[src/rtl/computer.sv]
`timescale 1ns/1ps
// SAP-style 8-bit microcoded CPU: 16-byte RAM, PC, A/B/IR/MAR/OUT registers,
// add/sub ALU, Z/C/N flags and a fixed seven-step controller with HLT.

package arch_defs_pkg;
  localparam int DATA_WIDTH = 8;
  localparam int ADDR_WIDTH = 4;

  localparam logic [3:0] OP_NOP = 4'h0;
  localparam logic [3:0] OP_LDA = 4'h1;
  localparam logic [3:0] OP_ADD = 4'h2;
  localparam logic [3:0] OP_SUB = 4'h3;
  localparam logic [3:0] OP_STA = 4'h4;
  localparam logic [3:0] OP_LDI = 4'h5;
  localparam logic [3:0] OP_JMP = 4'h6;
  localparam logic [3:0] OP_JC  = 4'h7;
  localparam logic [3:0] OP_JZ  = 4'h8;
  localparam logic [3:0] OP_JN  = 4'h9;
  localparam logic [3:0] OP_OUT = 4'hE;
  localparam logic [3:0] OP_HLT = 4'hF;
endpackage

// Loadable register with synchronous clear.
module cpu_register #(
  parameter int W = 8
) (
  input  logic         clk,
  input  logic         reset,
  input  logic         load_i,
  input  logic [W-1:0] data_i,
  output logic [W-1:0] latched_data
);
  always_ff @(posedge clk) begin
    if (reset)       latched_data <= '0;
    else if (load_i) latched_data <= data_i;
  end
endmodule

// Program counter: a jump load wins over increment; wraps naturally at 2^W.
module program_counter #(
  parameter int W = 4
) (
  input  logic         clk,
  input  logic         reset,
  input  logic         inc_i,
  input  logic         load_i,
  input  logic [W-1:0] data_i,
  output logic [W-1:0] counter_out
);
  always_ff @(posedge clk) begin
    if (reset)       counter_out <= '0;
    else if (load_i) counter_out <= data_i;
    else if (inc_i)  counter_out <= counter_out + 1'b1;
  end
endmodule

// Word-wide RAM with combinational read and clocked write; contents survive reset.
module ram #(
  parameter int DW = 8,
  parameter int AW = 4
) (
  input  logic          clk,
  input  logic          we_i,
  input  logic [AW-1:0] addr_i,
  input  logic [DW-1:0] wdata_i,
  output logic [DW-1:0] rdata_o
);
  logic [DW-1:0] mem [2**AW];

  assign rdata_o = mem[addr_i];

  always_ff @(posedge clk) begin
    if (we_i) mem[addr_i] <= wdata_i;
  end

  task automatic dump();
    for (int i = 0; i < 2**AW; i++) $display("ram[%0d] = %02h", i, mem[i]);
  endtask
endmodule

module computer
  import arch_defs_pkg::*;
(
  input  logic                  clk,
  input  logic                  reset,
  output logic [DATA_WIDTH-1:0] out_val,
  output logic                  flag_zero_o,
  output logic                  flag_carry_o,
  output logic                  flag_negative_o
);
  typedef enum logic [2:0] {
    S_IDLE = 3'd0, S_T0 = 3'd1, S_T1 = 3'd2, S_T2 = 3'd3,
    S_T3   = 3'd4, S_T4 = 3'd5, S_T5 = 3'd6, S_T6 = 3'd7
  } step_e;

  typedef enum logic [1:0] {A_SRC_MEM, A_SRC_IMM, A_SRC_ALU} a_src_e;

  step_e step_q, step_d;
  logic  halt_q, halt_d;
  logic  halt;

  logic [ADDR_WIDTH-1:0] pc, mar, mar_d;
  logic [DATA_WIDTH-1:0] ir, a, b, ram_rdata, a_d;
  logic [3:0]            opcode, operand;

  logic   mar_load, mar_sel_pc, ir_load, pc_inc, pc_load;
  logic   a_load, b_load, out_load, ram_we, flags_zn_load, flags_c_load;
  a_src_e a_src;

  logic [DATA_WIDTH:0]   sum_w, diff_w;
  logic [DATA_WIDTH-1:0] alu_res;
  logic                  alu_carry;
  logic                  z_q, c_q, n_q, z_d, c_d, n_d;

  assign halt    = halt_q;
  assign opcode  = ir[7:4];
  assign operand = ir[3:0];

  // ---------------- controller: state register ----------------
  always_ff @(posedge clk) begin
    if (reset) begin
      step_q <= S_IDLE;
      halt_q <= 1'b0;
    end else begin
      step_q <= step_d;
      halt_q <= halt_d;
    end
  end

  // ---------------- controller: next state ----------------
  always_comb begin
    step_d = step_q;
    halt_d = halt_q;
    if (!halt_q) begin
      case (step_q)
        S_IDLE:  step_d = S_T0;
        S_T0:    step_d = S_T1;
        S_T1:    step_d = S_T2;
        S_T2:    step_d = S_T3;
        S_T3:    step_d = S_T4;
        S_T4:    step_d = S_T5;
        S_T5:    step_d = S_T6;
        S_T6:    step_d = S_T0;
        default: step_d = S_IDLE;
      endcase
      if (step_q == S_T3 && opcode == OP_HLT) halt_d = 1'b1;
    end
  end

  // ---------------- controller: control word ----------------
  always_comb begin
    mar_load      = 1'b0;
    mar_sel_pc    = 1'b0;
    ir_load       = 1'b0;
    pc_inc        = 1'b0;
    pc_load       = 1'b0;
    a_load        = 1'b0;
    a_src         = A_SRC_MEM;
    b_load        = 1'b0;
    out_load      = 1'b0;
    ram_we        = 1'b0;
    flags_zn_load = 1'b0;
    flags_c_load  = 1'b0;
    if (!halt_q) begin
      case (step_q)
        S_T0: begin
          mar_load   = 1'b1;
          mar_sel_pc = 1'b1;
        end
        S_T1: begin
          ir_load = 1'b1;
          pc_inc  = 1'b1;
        end
        S_T3: begin
          if (opcode inside {OP_LDA, OP_ADD, OP_SUB, OP_STA}) mar_load = 1'b1;
        end
        S_T4: begin
          case (opcode)
            OP_LDA: begin
              a_load        = 1'b1;
              a_src         = A_SRC_MEM;
              flags_zn_load = 1'b1;
            end
            OP_ADD, OP_SUB: b_load = 1'b1;
            OP_STA:         ram_we = 1'b1;
            OP_LDI: begin
              a_load        = 1'b1;
              a_src         = A_SRC_IMM;
              flags_zn_load = 1'b1;
            end
            default: ;
          endcase
        end
        S_T5: begin
          case (opcode)
            OP_ADD, OP_SUB: begin
              a_load        = 1'b1;
              a_src         = A_SRC_ALU;
              flags_zn_load = 1'b1;
              flags_c_load  = 1'b1;
            end
            OP_JMP:  pc_load  = 1'b1;
            OP_JC:   pc_load  = c_q;
            OP_JZ:   pc_load  = z_q;
            OP_JN:   pc_load  = n_q;
            OP_OUT:  out_load = 1'b1;
            default: ;
          endcase
        end
        default: ;
      endcase
    end
  end

  // ---------------- datapath ----------------
  // SUB carry is "no borrow", i.e. A >= B, which is the inverted borrow bit.
  assign sum_w     = {1'b0, a} + {1'b0, b};
  assign diff_w    = {1'b0, a} - {1'b0, b};
  assign alu_res   = (opcode == OP_SUB) ? diff_w[DATA_WIDTH-1:0] : sum_w[DATA_WIDTH-1:0];
  assign alu_carry = (opcode == OP_SUB) ? ~diff_w[DATA_WIDTH] : sum_w[DATA_WIDTH];

  assign mar_d = mar_sel_pc ? pc : operand;

  always_comb begin
    case (a_src)
      A_SRC_IMM: a_d = {4'b0000, operand};
      A_SRC_ALU: a_d = alu_res;
      default:   a_d = ram_rdata;
    endcase
  end

  always_comb begin
    z_d = z_q;
    c_d = c_q;
    n_d = n_q;
    if (flags_zn_load) begin
      z_d = (a_d == '0);
      n_d = a_d[DATA_WIDTH-1];
    end
    if (flags_c_load) c_d = alu_carry;
  end

  always_ff @(posedge clk) begin
    if (reset) begin
      z_q <= 1'b0;
      c_q <= 1'b0;
      n_q <= 1'b0;
    end else begin
      z_q <= z_d;
      c_q <= c_d;
      n_q <= n_d;
    end
  end

  program_counter #(.W(ADDR_WIDTH)) u_program_counter (
    .clk         (clk),
    .reset       (reset),
    .inc_i       (pc_inc),
    .load_i      (pc_load),
    .data_i      (operand),
    .counter_out (pc)
  );

  cpu_register #(.W(ADDR_WIDTH)) u_register_MAR (
    .clk (clk), .reset (reset), .load_i (mar_load), .data_i (mar_d), .latched_data (mar)
  );

  cpu_register #(.W(DATA_WIDTH)) u_register_IR (
    .clk (clk), .reset (reset), .load_i (ir_load), .data_i (ram_rdata), .latched_data (ir)
  );

  cpu_register #(.W(DATA_WIDTH)) u_register_A (
    .clk (clk), .reset (reset), .load_i (a_load), .data_i (a_d), .latched_data (a)
  );

  cpu_register #(.W(DATA_WIDTH)) u_register_B (
    .clk (clk), .reset (reset), .load_i (b_load), .data_i (ram_rdata), .latched_data (b)
  );

  cpu_register #(.W(DATA_WIDTH)) u_register_OUT (
    .clk (clk), .reset (reset), .load_i (out_load), .data_i (a), .latched_data (out_val)
  );

  ram #(.DW(DATA_WIDTH), .AW(ADDR_WIDTH)) u_ram (
    .clk     (clk),
    .we_i    (ram_we),
    .addr_i  (mar),
    .wdata_i (a),
    .rdata_o (ram_rdata)
  );

  assign flag_zero_o     = z_q;
  assign flag_carry_o    = c_q;
  assign flag_negative_o = n_q;
endmodule

[config.mk]
export PLATFORM = sky130hd
export DESIGN_NAME = computer
export DESIGN_NICKNAME = d
export VERILOG_FILES = /design/src/rtl/computer.sv
export SDC_FILE = /design/constraint.sdc
export NUM_CORES = 1
export LEC_CHECK = 0
export ABC_CLOCK_PERIOD_IN_PS = 2630
export BUFFER_PORTS_ARGS = -buffer_cell sky130_fd_sc_hd__buf_2
export CORE_ASPECT_RATIO = 0.75
export CORE_MARGIN = 3
export CORE_UTILIZATION = 50
export DETAILED_ROUTE_END_ITERATION = 7
export GPL_TIMING_DRIVEN = 0
export PLACE_DENSITY_LB_ADDON = 0.15
export SLEW_MARGIN = 10
export SYNTH_ARGS = -nofsm -noshare
export SYNTH_HDL_FRONTEND = slang
export SYNTH_HIERARCHICAL = 1
export SYNTH_SLANG_ARGS = --single-unit
[constraint.sdc]
create_clock -name clk -period 2.63 [get_ports clk]
set_input_delay 0.1315 -clock clk [delete_from_list [all_inputs] [get_ports clk]]
set_output_delay 0.1315 -clock clk [all_outputs]
set_load 0.01 [all_outputs]
==> results of run 1 <==
==> logic make-up (layout without fill, tap and decap cells) <==
kind of cell,count (synthesis),after routing,share of synthesized area [%]
XOR/XNOR,9,9,1.00
adder cells (fa/ha/maj),27,27,4.50
AO/OA/AOI/OAI,70,70,6.51
AND/OR/NAND/NOR,136,136,8.18
buffers and inverters,57,106,3.70
multiplexers,78,78,15.1
flip-flops,175,175,61.0
==> timing repair <==
action | 4_1_cts | 5_1_grt
resized for setup | 34 | 21
setup buffers | 3 | 3
cloned | 0 | 0
endpoints found under the setup margin | 137 | 115
pin swaps | 3 | 0
==> synth_stat cells, types with 3 or more instances <==
library cell	instances	area [um2]
sky130_fd_sc_hd__a21o_1	4	30.0
sky130_fd_sc_hd__a21oi_1	17	85.1
sky130_fd_sc_hd__a22oi_1	18	135
sky130_fd_sc_hd__buf_1	8	30.0
sky130_fd_sc_hd__buf_2	8	40.0
sky130_fd_sc_hd__buf_6	8	90.1
sky130_fd_sc_hd__clkbuf_1	3	11.3
sky130_fd_sc_hd__dfxtp_1	47	941
sky130_fd_sc_hd__edfxtp_1	128	3840
sky130_fd_sc_hd__ha_1	25	313
sky130_fd_sc_hd__inv_1	25	93.8
sky130_fd_sc_hd__mux2_2	4	45.0
sky130_fd_sc_hd__mux2i_1	41	410
sky130_fd_sc_hd__mux4_2	32	721
sky130_fd_sc_hd__nand2_1	24	90.1
sky130_fd_sc_hd__nand2b_1	4	25.0
sky130_fd_sc_hd__nand3_1	5	25.0
sky130_fd_sc_hd__nand3b_1	3	22.5
sky130_fd_sc_hd__nor2_1	65	244
sky130_fd_sc_hd__nor2b_1	7	43.8
sky130_fd_sc_hd__nor3_1	13	65.1
sky130_fd_sc_hd__o21a_1	3	22.5
sky130_fd_sc_hd__o21ai_0	3	15.0
sky130_fd_sc_hd__xnor2_1	7	61.3
==> final timing paths <==
path                                                                  start                                       endpoint  slack [ns]  cells past startpoint
worst min register to register                    flag_carry_o$_SDFFE_PP0P_                      flag_carry_o$_SDFFE_PP0P_        0.48                      2
worst max register to register  u_register_MAR/latched_data[0]$_SDFFE_PP0P_                       flag_zero_o$_SDFFE_PP0P_       -0.04                      7
worst min-delay path                                                  reset  u_program_counter/counter_out[1]$_SDFFE_PP0P_        0.05                      2
worst max-delay path            u_register_MAR/latched_data[0]$_SDFFE_PP0P_                       flag_zero_o$_SDFFE_PP0P_       -0.04                      7
==> cells in the final DEF, fill, tap and decap left out, types with 6 or more instances in the layout <==
cell type / n
sky130_fd_sc_hd__buf_2: 20
sky130_fd_sc_hd__clkbuf_16: 17
sky130_fd_sc_hd__nor3_1: 7
sky130_fd_sc_hd__a22oi_1: 15
sky130_fd_sc_hd__nand2_1: 23
sky130_fd_sc_hd__mux4_2: 32
sky130_fd_sc_hd__edfxtp_1: 128
sky130_fd_sc_hd__nor2_1: 52
sky130_fd_sc_hd__mux2i_1: 41
sky130_fd_sc_hd__clkbuf_1: 6
sky130_fd_sc_hd__dfxtp_4: 6
sky130_fd_sc_hd__a21oi_1: 17
sky130_fd_sc_hd__inv_1: 25
sky130_fd_sc_hd__nor2b_1: 7
sky130_fd_sc_hd__buf_6: 7
sky130_fd_sc_hd__nor2_2: 10
sky130_fd_sc_hd__ha_1: 25
sky130_fd_sc_hd__dfxtp_1: 39
sky130_fd_sc_hd__xnor2_1: 7
==> flip-flops by register name, summed over array words and instances, names as in the netlist <==
name	flops
u_ram/mem	128
u_program_counter/counter_out	4
u_register_B/latched_data	8
u_register_MAR/latched_data	4
flag_negative_o	1
u_register_A/latched_data	8
u_register_IR/latched_data	8
step_q	3
flag_zero_o	1
flag_carry_o	1
u_register_OUT/latched_data	8
halt	1
==> per-stage QoR <==
step           cells  setup slack [ns]  cell area [um2]  util [%]  hold WS, ns
2_1_floorplan    552            0.0287             7850         -        0.204
3_3_place_gp     764            -0.692             8160      54.8        0.464
3_5_place_dp     764            -0.510             8160      54.8        0.470
4_1_cts          798           0.00608             8840      59.4       0.0331
5_1_grt          801            -0.136             8940      60.1       0.0544
6_report         801           -0.0442             8940      60.1       0.0499
==> per-layer routing <==
metal / up-vias / global-route usage (%)
li1: 2146 / -
met1: 2379 / 32.6
met2: 171 / 30.0
met3: 17 / 5.34
met4: 0 / 6.10
met5: - / 0
==> power by group through the flow <==
stage               registers [uW]  logic, uW  clock network (uW)
floorplan                     3020        170                   0
global placement              3020        217                   0
detailed placement            3030        223                   0
CTS                           2970        231                2340
global route                  2960        257                2460
finish                        2960        235                2300
==> critical path: stages (launching register included) <==
cell	delay [ns]
sky130_fd_sc_hd__dfxtp_2	0.37
sky130_fd_sc_hd__buf_2	0.34
sky130_fd_sc_hd__mux4_2	0.56
sky130_fd_sc_hd__a22oi_1	0.30
sky130_fd_sc_hd__nand2_1	0.27
sky130_fd_sc_hd__a32o_1	0.29
sky130_fd_sc_hd__nor3_1	0.27
sky130_fd_sc_hd__a41o_1	0.20
==> area by class of cell <==
class	instances	area [um2]
Inverter	27	101
Sequential cell	175	4810
Fill cell	1139	5940
Clock inverter	10	92.6
Multi-Input combinational cell	320	2900
Clock buffer	21	440
Tap cell	200	250
Timing Repair Buffer	18	140
Buffer	30	209
==> impl_metrics.tcl, run 1 <==
set metrics [dict create \
    timing.max_slew.rel_slack_pct 45.9 \
    power_report.internal_total_uw 4330 \
    async_reset_ff_share_pct 0 \
    clk_path_buf_depth 2 \
    drive_gt1_share_pct 25.0 \
    drc 0 \
    post_drt_wl_per_cell_um 22.1 \
    clk_latency_ns 0.43 \
    detailed_routing_iteration_count_for_the_pre_antenna_repair_pass 5 \
    core_area_um2 14900 \
    wirelength_um 17700 \
    clock_sink_count 175 \
    vias 4713 \
    synth-warning-count 6 \
    fin_tns_setup_ns -0.0442 \
    yosysUniqueCellTypes 63 \
    outcome "complete, but fails checks" \
    achievable_freq_ghz 0.374 \
    wl_met3_um 1260 \
    synth-seq-area-share_pct 61.0 \
    pwr-share-seq_pct 53.9 \
    timing.final.crit_share_pct 102 \
    worst_hold_path_type "in2reg" \
    area_growth_syn_to_layout_pct 14.0 \
    cts.clk_slew.worst_paths_ns 0.06 \
    avgViaCountPerCell 5.88 \
    cts_tree "done" \
    htree_num_levels 4 \
    grt_pass1_vias 4539 \
    worst_ir_drop_vdd_v 0.000434 \
    ys_seq_elements 175 \
    drtAntennaViolNets 0 \
    worst_clock_skew_ns 0.0155 \
    gr-total-overflow 0 \
    syn-mean-instance-area_um2 14.2 \
    worst_ep_required_time_ns 3.00 \
    numPortBuffers 12 \
    floorplan.io_pins 13 \
    timing_max_transition_violations_final 0 \
    drt-initial-drc-count 421 \
    die_y_um 114 \
    critPathCaptureType "flip-flop" \
    highest_routed_metal_layer "met4" \
    grt_start_max_net_pins 22 \
    start_util_pct 52.7 \
    power_uw 5500 \
    antenna_cells 0 \
    hpwl_um 11600 \
    met1_routed_length_um 8460 \
    worstMarginPinSlew_ns 0.810 \
    postSynth.topFlopCell "sky130_fd_sc_hd__edfxtp_1" \
    timing_hold_violations_final 0 \
    route.met2.wl_um 7750 \
    number_of_enable_type_register_cells_in_the_synthesized_netlist 128 \
    power.density_nw_per_um2 615 \
    die-width_um 151 \
    power.share.combinational_pct 4.3 \
    clkPwrFrac_pct 41.9 \
    netSwitchingPower_uw 1170 \
    timing_worst_setup_path_type "reg2reg" \
    startpoint_type "flip-flop" \
    post-route-worst-setup-slack_ns -0.0442 \
    period_needed_ns 2.67 \
    total_leakage_power_uw 0.00303 \
    cts_root_buffer "sky130_fd_sc_hd__clkbuf_16" \
    violated_checks "setup timing" \
    std_cell_rows 38 \
    grt_pass1_wl_um 26600 \
    power.switching_fraction_pct 21.3 \
    setup_viol_count_final 1 \
    max_cap_violations 0 \
    synth_cells 552 \
    timing.critical_path.arrival_ns 3.04 \
    cts_hold_buf 0 \
    antenna_violations_before_repair 0 \
    gp_routability_congestion 0.831 \
    nets 618 \
    worst-path-max-fanout 10 \
    grt_util_all_layers_pct 21.2 \
    postSynthNetCount 581 \
    setup_repair_after_global_routing_missed_its_margin "yes" \
    dieArea_um2 17200 \
    cts_made_buffers 17 \
    synth.cell_area_um2 7850 \
]
No activity file was read; power rests on OpenSTA's default activity.
==> run 2: changes to the inputs <==
Settings changed: ABC_AREA set to 1.
==> impl_metrics.tcl, run 2 <==
set metrics [dict create \
    syn-mean-instance-area_um2 8.23 \
    max_cap_violations 0 \
    synth_cells 1067 \
    die_y_um 121 \
    synthSimpleGateAreaFrac_pct 30.6 \
    postSynthNetCount 1096 \
    yosys.area.top_type_share_pct 43.8 \
    drive_gt1_share_pct 12.9 \
    ys_seq_elements 175 \
    core_area_um2 17000 \
    avgViaCountPerCell 4.97 \
    total_leakage_power_uw 0.00434 \
    layout.cells.most_common_list "sky130_fd_sc_hd__nand2_1 (498), sky130_fd_sc_hd__edfxtp_1 (128), sky130_fd_sc_hd__inv_1 (108), sky130_fd_sc_hd__nor2_1 (94), sky130_fd_sc_hd__dfxtp_1 (39)" \
    vias 6702 \
    setup_repair_after_global_routing_missed_its_margin "no" \
    power.switching_fraction_pct 27.4 \
    timing.max_slew.rel_slack_pct 34.0 \
    post_drt_wl_per_cell_um 15.6 \
    finalInstanceArea_um2 9850 \
    timing.final.crit_share_pct 91.1 \
    worst_clock_skew_ns 0.0104 \
    clk_latency_ns 0.43 \
    timing.hold.ws_ns 0.125 \
    detailed_routing_iteration_count_for_the_pre_antenna_repair_pass 5 \
    cts.clk_slew.worst_paths_ns 0.07 \
    cts_made_buffers 17 \
    start_util_pct 51.5 \
    netSwitchingPower_uw 1880 \
    clk_path_buf_depth 2 \
    synth-warning-count 6 \
    grt_start_max_net_pins 22 \
    yosys-top-cells-count "sky130_fd_sc_hd__nand2_1 (498), sky130_fd_sc_hd__edfxtp_1 (128), sky130_fd_sc_hd__nor2_1 (111)" \
    hpwl_um 14300 \
    pwr-share-seq_pct 43.9 \
    synth_area_leader_cell "sky130_fd_sc_hd__edfxtp_1" \
    gr-total-overflow 0 \
    clock_sink_count 175 \
    std_cell_rows 41 \
    setup_viol_count_final 0 \
    antenna_violations_before_repair 0 \
    clkPwrFrac_pct 40.2 \
    dieArea_um2 19200 \
    synth.area.top_cells "sky130_fd_sc_hd__edfxtp_1 (44%), sky130_fd_sc_hd__nand2_1 (21%), sky130_fd_sc_hd__dfxtp_1 (11%)" \
    gp_routability_congestion 0.897 \
    synth-seq-area-share_pct 54.5 \
    postSynth.topFlopCell "sky130_fd_sc_hd__edfxtp_1" \
    max_ffs_per_register 128 \
    synth_adder_area_share_pct 4.02 \
    grt_pass1_wl_um 33500 \
    antenna_cells 0 \
    worst_hold_path_type "in2reg" \
    commonest_non_fill_non_tap_cell_in_the_layout "sky130_fd_sc_hd__nand2_1" \
    timing_worst_setup_path_type "reg2reg" \
    post_dp_cell_area_um2 9130 \
    max_flop_register "u_ram/mem" \
    numPortBuffers 12 \
    worstMarginPinSlew_ns 0.989 \
    nets 1128 \
    drtAntennaViolNets 0 \
    power.density_nw_per_um2 696 \
    synthXorXnorAreaFrac_pct 0.299 \
    period_needed_ns 2.40 \
    critPathCaptureType "flip-flop" \
    combinational_family_with_the_most_area_after_synthesis "simple AND/OR/NAND/NOR gates" \
    timing_hold_violations_final 0 \
    timing_max_transition_violations_final 0 \
    sequential_cell_area_um2 4800 \
    worst_ep_required_time_ns 2.69 \
    die-width_um 159 \
    achievable_freq_ghz 0.417 \
    synth.area.mux_share_pct 0.513 \
    number_of_enable_type_register_cells_in_the_synthesized_netlist 128 \
    worst-path-max-fanout 8 \
    multi_input_area_um2 3370 \
    leading_cell_type_by_number_of_instances_after_synthesis "sky130_fd_sc_hd__nand2_1" \
    drt-initial-drc-count 723 \
    synth.cell_area_um2 8780 \
    cts_tree "done" \
    cts_root_buffer "sky130_fd_sc_hd__clkbuf_16" \
    async_reset_ff_share_pct 0 \
    outcome "finished clean" \
    wirelength_um 21000 \
    startpoint_type "flip-flop" \
    grt_pass1_vias 6252 \
    fin_util_pct 57.8 \
    worst_ir_drop_vdd_v 0.000427 \
    power.share.combinational_pct 15.9 \
    timing.critical_path.arrival_ns 2.46 \
    power_report.internal_total_uw 4980 \
    yosysUniqueCellTypes 37 \
    grt_util_all_layers_pct 22.7 \
    layout_fillers 1563 \
    synth_compound_gate_area_share_pct 2.48 \
    area_growth_syn_to_layout_pct 12.2 \
    drc 0 \
    floorplan.io_pins 13 \
    htree_num_levels 4 \
]
run 2: cell type report:
| cell class | instances | area share (%) |
|---|---|---|
| Sequential cell | 175 | 48.7 |
| Multi-Input combinational cell | 743 | 34.2 |
| Inverter | 116 | 4.46 |
| Clock buffer | 18 | 4.36 |
| Tap cell | 236 | 3.00 |
| Buffer | 33 | 2.39 |
| Clock inverter | 14 | 2.17 |
| Timing Repair Buffer | 13 | 0.724 |
run 2: kinds of logic (layout without fill, tap and decap cells):
group | after synthesis | in the layout
flip-flops | 175 | 175
XOR/XNOR | 3 | 3
AO/OA/AOI/OAI | 38 | 38
multiplexers | 4 | 4
adder cells (fa/ha/maj) | 27 | 27
buffers and inverters | 149 | 194
AND/OR/NAND/NOR | 671 | 671
run 2: worst paths after layout:
path	startpoint	end	slack [ns]	depth (start not counted)
setup reg to reg	step_q[1]$_SDFFE_PP0N_	u_ram/mem[1][5]$_DFFE_PP_	0.23	6
hold / removal	reset	flag_zero_o$_SDFFE_PP0P_	0.12	2
hold reg to reg	u_register_OUT/latched_data[2]$_SDFFE_PP0P_	u_register_OUT/latched_data[2]$_SDFFE_PP0P_	0.47	2
setup / recovery	step_q[1]$_SDFFE_PP0N_	u_ram/mem[1][5]$_DFFE_PP_	0.23	6
run 2: stage by stage:
step           setup WS, ns  TNS, ns  total power, uW  cells
6_report              0.234        0             6860   1348
5_1_grt             0.00172        0             7170   1348
4_1_cts              0.0282        0             6860   1347
3_5_place_dp         -0.307   -0.702             4120   1315
3_3_place_gp         -0.289   -0.661             4120   1315
2_1_floorplan         0.494        0             3840   1067
run 2: worst max-delay path, stage by stage, from the launching register on:
cell and delay, ns:
sky130_fd_sc_hd__dfxtp_2 0.34, sky130_fd_sc_hd__inv_1 0.11, sky130_fd_sc_hd__ha_1 0.21, sky130_fd_sc_hd__nand2_2 0.12, sky130_fd_sc_hd__nor2_1 0.36, sky130_fd_sc_hd__nand3_1 0.39, sky130_fd_sc_hd__nor2_2 0.50
run 2: power groups by stage:
stage          logic (uW)  registers (uW)  clock network [uW]
3_5_place_dp         1050            3070                   0
3_3_place_gp         1050            3070                   0
2_1_floorplan         786            3050                   0
4_1_cts              1070            3010                2780
6_report             1090            3010                2760
5_1_grt              1240            3010                2910
run 2: routing by layer:
layer	part of all wire (%)	global-route usage, %	vias to the layer above
met5	0	0	-
met4	1.1	5.85	0
met3	6.4	3.70	18
met2	42	33.9	196
met1	50	34.4	3109
li1	-	-	3379
run 2: what timing repair did:
item	4_1_cts	5_1_grt
endpoints found under the setup margin	4	128
hold buffers	0	0
setup buffers	0	1
resized for setup	3	26
==> run 3: changes to the inputs <==
Settings changed: ABC_CLOCK_PERIOD_IN_PS 2630 to 2420.
Clock period 2.63 ns to 2.42 ns, I/O delays scaled along.
==> impl_metrics.tcl, run 3 (synthesis gave the netlist of run 2 again) <==
set metrics [dict create \
    post_layout_nonfiller_instances 1353 \
    timing_worst_setup_path_type "reg2reg" \
    period_needed_ns 2.43 \
    htree_num_levels 4 \
    drt-initial-drc-count 722 \
    grt_util_all_layers_pct 22.7 \
    clk_path_buf_depth 2 \
    worst_hold_start "reset" \
    antenna_cells 0 \
    timing_hold_violations_final 0 \
    numPortBuffers 12 \
    setup_viol_count_final 8 \
    drive_gt1_share_pct 13.4 \
    vias 6756 \
    layout.cells.most_common_list "sky130_fd_sc_hd__nand2_1 (498), sky130_fd_sc_hd__edfxtp_1 (128), sky130_fd_sc_hd__inv_1 (108), sky130_fd_sc_hd__nor2_1 (94), sky130_fd_sc_hd__dfxtp_1 (38)" \
    dp_cells 1315 \
    detailed_routing_iteration_count_for_the_pre_antenna_repair_pass 4 \
    worst-path-max-fanout 8 \
    timing.max_slew.rel_slack_pct 34.4 \
    max_flop_register "u_ram/mem" \
    timing.final.crit_share_pct 101 \
    std_cell_rows 41 \
    worstHoldPathCells 2 \
    die-width_um 159 \
    avgViaCountPerCell 4.99 \
    startpoint_type "flip-flop" \
    commonest_non_fill_non_tap_cell_in_the_layout "sky130_fd_sc_hd__nand2_1" \
    start_util_pct 51.5 \
    core_area_um2 17000 \
    outcome "complete, but fails checks" \
    highest_routed_metal_layer "met4" \
    crit_path_start "step_q[2]$_SDFFE_PP0N_" \
    gp_routability_congestion 0.897 \
    violated_checks "setup timing" \
    nets 1133 \
    worst_clock_skew_ns 0.0111 \
    wirelength_um 21300 \
    worst_hold_path_type "in2reg" \
    cts_tree "done" \
    post_drt_wl_per_cell_um 15.7 \
    clk_latency_ns 0.43 \
    timing.critical_path.arrival_ns 2.50 \
    total_leakage_power_uw 0.00437 \
    die_y_um 121 \
    power_uw 7450 \
    worst_ep_required_time_ns 2.49 \
    timing_max_transition_violations_final 0 \
    area_growth_syn_to_layout_pct 13.0 \
    route.met2.wl_um 9010 \
    gr-total-overflow 0 \
    ff2ff_path_depth 6 \
    dieArea_um2 19200 \
    wl_met3_um 1780 \
    setup_repair_after_global_routing_missed_its_margin "yes" \
    grt_pass1_vias 6259 \
    cts_root_buffer "sky130_fd_sc_hd__clkbuf_16" \
    fin_tns_setup_ns -0.0893 \
    met1_routed_length_um 10300 \
    drtAntennaViolNets 0 \
    regToRegStartpoint "step_q[2]$_SDFFE_PP0N_" \
    grt_start_max_net_pins 22 \
    achievable_freq_ghz 0.411 \
    max_ffs_per_register 128 \
    hpwl_um 14300 \
    post-route-worst-setup-slack_ns -0.0142 \
    clock_sink_count 175 \
    worstMarginPinSlew_ns 0.982 \
    floorplan.io_pins 13 \
    antenna_violations_before_repair 0 \
    max_cap_violations 0 \
    grt_pass1_wl_um 33600 \
    cts.clk_slew.worst_paths_ns 0.07 \
    power.density_nw_per_um2 752 \
    cts_made_buffers 17 \
    critPathCaptureType "flip-flop" \
    drc 0 \
    worst_ir_drop_vdd_v 0.000470 \
]
## run 3: changes by cell type in the layout (fill, tap and decap cells not counted), sizes merged
cell      before  now
clkinvlp       3    2
buf           42   47
clkinv         5    6
## run 3: where the power goes
part	switching, uW	total (uW)	internal (uW)	leakage [uW]
clock network	1150	2990	1840	0.000312
logic	834	1200	364	0.00274
registers	57.5	3270	3210	0.00132
total	2040	7450	5410	0.00437
## run 3: critical path, cell delays in order, from the launching register on
cell	delay [ns]
sky130_fd_sc_hd__dfxtp_1	0.44
sky130_fd_sc_hd__inv_2	0.10
sky130_fd_sc_hd__nor2_8	0.12
sky130_fd_sc_hd__nand2_2	0.11
sky130_fd_sc_hd__nor2_1	0.35
sky130_fd_sc_hd__nand3_1	0.41
sky130_fd_sc_hd__nor2_2	0.53
## run 3: what timing repair did
item	4_1_cts	5_1_grt
gates resized for setup	20	17
setup buffers	0	6
hold buffers	0	0
cloned	0	0
pin swaps	0	1
setup endpoints to repair	138	136
## run 3: per-layer routing
| layer | up-vias | GRT usage [%] |
|---|---|---|
| met5 | - | 0 |
| met4 | 0 | 5.41 |
| li1 | 3390 | - |
| met2 | 223 | 34.1 |
| met1 | 3129 | 34.2 |
| met3 | 14 | 4.11 |
## run 3: path summary, 6_finish.rpt
kind / endpoint / slack, ns
worst max-delay path: u_ram/mem[6][4]$_DFFE_PP_ / -0.01
worst min-delay path: flag_zero_o$_SDFFE_PP0P_ / 0.12
worst min register to register: u_register_OUT/latched_data[0]$_SDFFE_PP0P_ / 0.47
worst max register to register: u_ram/mem[6][4]$_DFFE_PP_ / -0.01
## run 3: area by class of cell
type / instances / area (um2)
plain buffers: 33 / 241
clock buffers: 18 / 429
clock inverters: 14 / 214
fillers: 1551 / 7120
inverters: 116 / 437
multi-input cells: 743 / 3380
flip-flops and latches: 175 / 4800
well taps: 236 / 295
repair buffers: 18 / 113
## run 3: through the flow
stage | area (um2) | setup WS, ns | hold slack, ns | util [%]
floorplan | 8780 | 0.284 | 0.183 | -
global placement | 9130 | -0.499 | 0.457 | 53.6
detailed placement | 9130 | -0.517 | 0.464 | 53.6
CTS | 9820 | -0.110 | 0.109 | 57.6
global route | 9910 | -0.105 | 0.117 | 58.2
finish | 9910 | -0.0142 | 0.116 | 58.2
